--- config.mk ---
export PLATFORM = sky130hd
export DESIGN_NAME = weight_loader_flat
export DESIGN_NICKNAME = d
export VERILOG_FILES = /design/src/rtl/weight_loader_if.sv /design/src/rtl/weight_loader.sv /design/src/flat_wrapper.sv
export SDC_FILE = /design/constraint.sdc
export NUM_CORES = 1
export LEC_CHECK = 0
export BUFFER_PORTS_ARGS = -buffer_cell sky130_fd_sc_hd__buf_2
export CORE_MARGIN = 2
export CORE_UTILIZATION = 51
export CTS_BUF_LIST = sky130_fd_sc_hd__clkbuf_2
export CTS_CLUSTER_DIAMETER = 60
export DETAILED_ROUTE_END_ITERATION = 10
export PLACE_DENSITY = 0.82
export SKIP_CTS_REPAIR_TIMING = 1
export SYNTH_ARGS = -nofsm -noshare
export SYNTH_HDL_FRONTEND = slang
export SYNTH_SLANG_ARGS = --single-unit
--- constraint.sdc ---
create_clock -name clk -period 2.02 [get_ports clk]
set_clock_uncertainty 0.2 [all_clocks]
set_input_delay 0.404 -clock clk [delete_from_list [all_inputs] [get_ports clk]]
set_output_delay 0.404 -clock clk [all_outputs]
set_load 0.01 [all_outputs]
--- src/rtl/weight_loader_if.sv ---
// Stream-in / memory-write-port bundle for weight_loader.
// The slave modport is the loader's view: it consumes the stream and drives the write port.
interface weight_loader_if #(
  parameter int numNeurons   = 10,
  parameter int numWeight    = 30,
  parameter int addressWidth = $clog2(numWeight),
  parameter int dataWidth    = 16
);
  logic                    s_valid;
  logic [dataWidth-1:0]    s_data;
  logic                    s_last;
  logic                    s_ready;
  logic [numNeurons-1:0]   wen;
  logic [addressWidth-1:0] wadd;
  logic [dataWidth-1:0]    win;

  modport master (
    output s_valid, s_data, s_last,
    input  s_ready, wen, wadd, win
  );

  modport slave (
    input  s_valid, s_data, s_last,
    output s_ready, wen, wadd, win
  );
endinterface

--- src/rtl/weight_loader.sv ---
// Streams a flat word stream into per-neuron weight memories, neuron-major order.
// Optional framing check against s_last: define WEIGHT_LOADER_LAST_CHECK_EN.
module weight_loader #(
  parameter int numNeurons   = 10,
  parameter int numWeight    = 30,
  parameter int addressWidth = $clog2(numWeight),
  parameter int dataWidth    = 16
) (
  input  logic           clk,
  input  logic           rst_n,
  input  logic           start,
  weight_loader_if.slave bus,
  output logic           busy,
  output logic           done,
  output logic           error
);

  localparam int neuronWidth = (numNeurons > 1) ? $clog2(numNeurons) : 1;

  typedef enum logic [1:0] {
    IDLE,
    LOAD,
    FLUSH
  } state_t;

  state_t                  state_q, state_d;
  logic [addressWidth-1:0] wcnt_q, wcnt_d;
  logic [neuronWidth-1:0]  ncnt_q, ncnt_d;
  logic [numNeurons-1:0]   wen_q, wen_d;
  logic [addressWidth-1:0] wadd_q, wadd_d;
  logic [dataWidth-1:0]    win_q, win_d;

  logic handshake;
  logic wcntWrap;
  logic lastWord;

  assign handshake = bus.s_valid && (state_q == LOAD);
  assign wcntWrap  = (wcnt_q == addressWidth'(numWeight - 1));
  assign lastWord  = wcntWrap && (ncnt_q == neuronWidth'(numNeurons - 1));

`ifdef WEIGHT_LOADER_LAST_CHECK_EN
  logic error_q, error_d;
`else
  logic unusedLast;
  assign unusedLast = bus.s_last;
`endif

  always_comb begin
    state_d = state_q;
    wcnt_d  = wcnt_q;
    ncnt_d  = ncnt_q;
    wen_d   = '0;
    wadd_d  = wadd_q;
    win_d   = win_q;
`ifdef WEIGHT_LOADER_LAST_CHECK_EN
    error_d = error_q;
`endif

    case (state_q)
      IDLE: begin
        if (start) begin
          state_d = LOAD;
          wcnt_d  = '0;
          ncnt_d  = '0;
`ifdef WEIGHT_LOADER_LAST_CHECK_EN
          error_d = 1'b0;
`endif
        end
      end

      LOAD: begin
        if (handshake) begin
          win_d  = bus.s_data;
          wadd_d = wcnt_q;
          wen_d  = numNeurons'(1) << ncnt_q;
          if (lastWord) begin
            state_d = FLUSH;
            wcnt_d  = '0;
            ncnt_d  = '0;
          end else if (wcntWrap) begin
            wcnt_d = '0;
            ncnt_d = ncnt_q + 1'b1;
          end else begin
            wcnt_d = wcnt_q + 1'b1;
          end
`ifdef WEIGHT_LOADER_LAST_CHECK_EN
          // An early s_last still writes its word but aborts the load without done.
          if (bus.s_last && !lastWord) begin
            error_d = 1'b1;
            state_d = IDLE;
          end
          if (!bus.s_last && lastWord) begin
            error_d = 1'b1;
          end
`endif
        end
      end

      FLUSH: begin
        state_d = IDLE;
      end

      default: begin
        state_d = IDLE;
      end
    endcase
  end

  always_ff @(posedge clk) begin
    if (!rst_n) begin
      state_q <= IDLE;
      wcnt_q  <= '0;
      ncnt_q  <= '0;
      wen_q   <= '0;
      wadd_q  <= '0;
      win_q   <= '0;
    end else begin
      state_q <= state_d;
      wcnt_q  <= wcnt_d;
      ncnt_q  <= ncnt_d;
      wen_q   <= wen_d;
      wadd_q  <= wadd_d;
      win_q   <= win_d;
    end
  end

`ifdef WEIGHT_LOADER_LAST_CHECK_EN
  always_ff @(posedge clk) begin
    if (!rst_n) begin
      error_q <= 1'b0;
    end else begin
      error_q <= error_d;
    end
  end

  assign error = error_q;
`else
  assign error = 1'b0;
`endif

  assign bus.s_ready = (state_q == LOAD);
  assign bus.wen     = wen_q;
  assign bus.wadd    = wadd_q;
  assign bus.win     = win_q;
  assign busy        = (state_q == LOAD);
  assign done        = (state_q == FLUSH);

endmodule

--- src/flat_wrapper.sv ---
// flat-port wrapper written by rule: the top's interface ports become plain ports
module weight_loader_flat 
#(
  parameter int numNeurons   = 10,
  parameter int numWeight    = 30,
  parameter int addressWidth = $clog2(numWeight),
  parameter int dataWidth    = 16
)
  (clk, rst_n, start, busy, done, error, bus_s_valid, bus_s_data, bus_s_last, bus_s_ready, bus_wen, bus_wadd, bus_win);
  weight_loader_if #(.numNeurons(numNeurons), .numWeight(numWeight), .addressWidth(addressWidth), .dataWidth(dataWidth)) bus_i ();
  input  logic clk;
  input  logic rst_n;
  input  logic start;
  output logic busy;
  output logic done;
  output logic error;
  input wire logic [$bits(bus_i.s_valid)-1:0] bus_s_valid;
  input wire logic [$bits(bus_i.s_data)-1:0] bus_s_data;
  input wire logic [$bits(bus_i.s_last)-1:0] bus_s_last;
  output wire logic [$bits(bus_i.s_ready)-1:0] bus_s_ready;
  output wire logic [$bits(bus_i.wen)-1:0] bus_wen;
  output wire logic [$bits(bus_i.wadd)-1:0] bus_wadd;
  output wire logic [$bits(bus_i.win)-1:0] bus_win;
  assign bus_i.s_valid = bus_s_valid;
  assign bus_i.s_data = bus_s_data;
  assign bus_i.s_last = bus_s_last;
  assign bus_s_ready = bus_i.s_ready;
  assign bus_wen = bus_i.wen;
  assign bus_wadd = bus_i.wadd;
  assign bus_win = bus_i.win;
  weight_loader #(.numNeurons(numNeurons), .numWeight(numWeight), .addressWidth(addressWidth), .dataWidth(dataWidth)) u_core (.clk(clk), .rst_n(rst_n), .start(start), .bus(bus_i), .busy(busy), .done(done), .error(error));
endmodule
==> impl_metrics.env <==
export IMPL_drc=0
export IMPL_grt_max_degree=22
export IMPL_hp_class="in -> reg"
export IMPL_grt_pass1_wl_um=5460
export IMPL_synthSimpleGateAreaFrac=0.244
export IMPL_synth_seq_cells=42
export IMPL_syn2layout_area_growth_pct=23.8
export IMPL_power_frac_clock=0.314
export IMPL_syn_inst=194
export IMPL_vias=1473
export IMPL_layout_drive_gt1_share=0.288
export IMPL_clockBufferDepth=2
export IMPL_min_to="u_core.bus.win[1]"
export IMPL_synthMuxAreaShare=0.0129
export IMPL_cts_sinks=42
export IMPL_hold_ws_ps=0.0795
export IMPL_slew_viol_final=0
export IMPL_num_antenna_cells=0
export IMPL_rrSetupSlack_ps=130
export IMPL_synth_xor_area_share=0
export IMPL_synthAdderAreaFrac=0.0456
export IMPL_tightest_slew_ps=526
export IMPL_num_io_pins=56
export IMPL_fmax_mhz=530
export IMPL_routedWlPerCell_um=11.9
export IMPL_maxCapViolations=0
export IMPL_grt_overflow=0
export IMPL_max_slew_margin=0.647
export IMPL_grt_total_usage=0.200
export IMPL_start_util=0.540
export IMPL_root_buffer="clkbuf_2"
export IMPL_p_sw_mw=0.404
export IMPL_rsz0062_at_grt="no"
export IMPL_syn_area_per_cell_um2=8.49
export IMPL_antenna_found_initial=0
export IMPL_die_h_um=60.8
export IMPL_crit_type="reg -> reg"
export IMPL_final_core_utilization=0.668
export IMPL_hold_violations=0
export IMPL_path_max_fanout=9
export IMPL_crit_required_ps=2140
export IMPL_yosysSeqAreaShare=0.510
export IMPL_cts_tree="done"
export IMPL_drt_initial_drc_count=63
export IMPL_final_common_cell="buf_2"
export IMPL_wirelength_um=3510
export IMPL_dieArea_mm2=0.00370
export IMPL_clock_latency_ps=400
export IMPL_rr_startpoint="u_core.wcnt_q[0]"
export IMPL_synth_top_family_by_area="simple AND/OR/NAND/NOR gates"
export IMPL_synth_compound_area_frac=0.135
export IMPL_drtAntennaViolNets=0
export IMPL_dp_hpwl_um=2520
export IMPL_cts_buffers=5
export IMPL_p_leak_nw=0.938
export IMPL_fin_nets=276
export IMPL_internal_power_mw=1.16
export IMPL_vdd_ir_drop_max_mv=0.522
export IMPL_power_share_combinational=0.126
export IMPL_hold_depth=3
export IMPL_grt_pass1_vias=1227
export IMPL_port_buffers=53
export IMPL_tns_ps=0
export IMPL_min_delay_start="bus_s_data[1]"
export IMPL_gp_congestion=0.840
export IMPL_mostFrequentLayoutCells="buf_2, nand2_1, dfxtp_1"
export IMPL_viasPerCell=5.01
export IMPL_path_clk_slew_ps=220
export IMPL_power_switching_share=0.259
export IMPL_fin_crit_ps=1890
export IMPL_core_area_mm2=0.00305
export IMPL_finalCritPeriodShare=0.934
export IMPL_timing_rr_end="u_core.ncnt_q[3]"
export IMPL_r2r_cells=5
export IMPL_cellPowerDensity_mw_per_mm2=765
export IMPL_yosys_warnings=0
export IMPL_htreeDepth=2
export IMPL_rows=20
export IMPL_cp_data_arrival_time_ps=2010
export IMPL_fp_dieW_um=60.8
export IMPL_end_kind="register"
export IMPL_netlist_area_mm2=0.00165
export IMPL_synth_nets=221
export IMPL_worstSetupStartpointType="register"
export IMPL_first_pass_iters=4
export IMPL_status="finished clean"
export IMPL_yosysUniqueCellTypes=37
export IMPL_power_frac_seq=0.560
export IMPL_setup_viol=0
## sequential cells by signal, indices dropped and copies added, names as in the netlist
name and cells:
u_core.bus.win 16, u_core.bus.wadd 5, u_core.state_q 2, u_core.ncnt_q 4, u_core.wcnt_q 5, u_core.bus.wen 10
## cell families after synthesis
logic type               Yosys count
AO/OA/AOI/OAI                     39
multiplexers                       2
AND/OR/NAND/NOR                   85
buffers and inverters             19
flip-flops                        42
adder cells (fa/ha/maj)            6
other                              1
## metal layers
metal	track usage	routed length, um
met4	0.0745	34
met1	0.265	1590
met2	0.318	1680
met3	0.0469	200
met5	0	0
## cells in the mapped netlist
| cell | instances | share of area |
|---|---|---|
| nand2_1 | 46 | 0.10 |
| dfxtp_1 | 42 | 0.51 |
| a21oi_1 | 26 | 0.079 |
| clkbuf_1 | 8 | 0.018 |
| and3_1 | 6 | 0.023 |
| ha_1 | 6 | 0.046 |
| nand3_1 | 6 | 0.018 |
| and2_1 | 5 | 0.019 |
| inv_1 | 5 | 0.011 |
| nor2_1 | 5 | 0.011 |
| nand2b_1 | 4 | 0.015 |
| nor3_1 | 4 | 0.012 |
| o21ai_0 | 3 | 0.0091 |
| a31oi_1 | 2 | 0.0076 |
| a32o_1 | 2 | 0.012 |
| buf_4 | 2 | 0.0091 |
| nand4b_1 | 2 | 0.011 |
| a211o_1 | 1 | 0.0053 |
| a211oi_1 | 1 | 0.0046 |
| a2bb2oi_1 | 1 | 0.0053 |
| a311oi_1 | 1 | 0.0053 |
| and3b_1 | 1 | 0.0053 |
| and4_1 | 1 | 0.0053 |
| buf_1 | 1 | 0.0023 |
| buf_2 | 1 | 0.0030 |
| clkbuf_2 | 1 | 0.0030 |
| conb_1 | 1 | 0.0023 |
| inv_2 | 1 | 0.0023 |
| mux2_2 | 1 | 0.0068 |
| mux2i_1 | 1 | 0.0061 |
| nand4_1 | 1 | 0.0038 |
| nor2b_1 | 1 | 0.0038 |
| nor4_1 | 1 | 0.0038 |
| o21ai_1 | 1 | 0.0030 |
| o22ai_1 | 1 | 0.0038 |
| or2_1 | 1 | 0.0038 |
| or4_1 | 1 | 0.0046 |
## worst max path at each step
stage	start	endpoint	slack [ps]	cells after the start
2_1_floorplan	u_core.wcnt_q[0]	u_core.ncnt_q[2]	250	5
3_3_place_gp	u_core.wcnt_q[0]	u_core.ncnt_q[3]	210	5
3_5_place_dp	u_core.wcnt_q[0]	u_core.ncnt_q[3]	150	5
4_1_cts	u_core.state_q[0]	bus_s_ready	70	3
5_1_grt	u_core.wcnt_q[0]	u_core.ncnt_q[3]	40	5
6_report	u_core.wcnt_q[0]	u_core.ncnt_q[3]	130	5
## metrics by stage
| stage | setup WS [ps] | power (mW) | instances | instance area, um2 |
|---|---|---|---|---|
| 2_1_floorplan | 247 | 1.01 | 194 | 1650 |
| 3_3_place_gp | 213 | 1.08 | 285 | 1960 |
| 3_5_place_dp | 154 | 1.08 | 285 | 1960 |
| 4_1_cts | 65.8 | 1.56 | 293 | 2030 |
| 5_1_grt | 39.0 | 1.63 | 294 | 2040 |
| 6_report | 133 | 1.56 | 294 | 2040 |
## power by group through the flow
| stage | registers, mW | logic [mW] | clock network (mW) |
|---|---|---|---|
| global route | 0.879 | 0.220 | 0.528 |
| floorplan | 0.898 | 0.113 | 0 |
| finish | 0.874 | 0.196 | 0.490 |
| global placement | 0.889 | 0.189 | 0 |
| detailed placement | 0.890 | 0.193 | 0 |
| CTS | 0.873 | 0.194 | 0.496 |
## critical path: stages, from the launching register on
cell and delay, ps:
dfxtp_1 460, ha_1 180, nand4_1 140, and2_1 290, a211o_1 300, a32o_1 250
## final cells by class
class / instances / area [um2]
Tap cell: 44 / 55.1
Clock buffer: 7 / 35.0
Clock inverter: 1 / 30.0
Timing Repair Buffer: 61 / 328
Multi-Input combinational cell: 133 / 726
Sequential cell: 42 / 843
Fill cell: 280 / 1010
Inverter: 6 / 22.5
(Power assumes the default switching activity.)
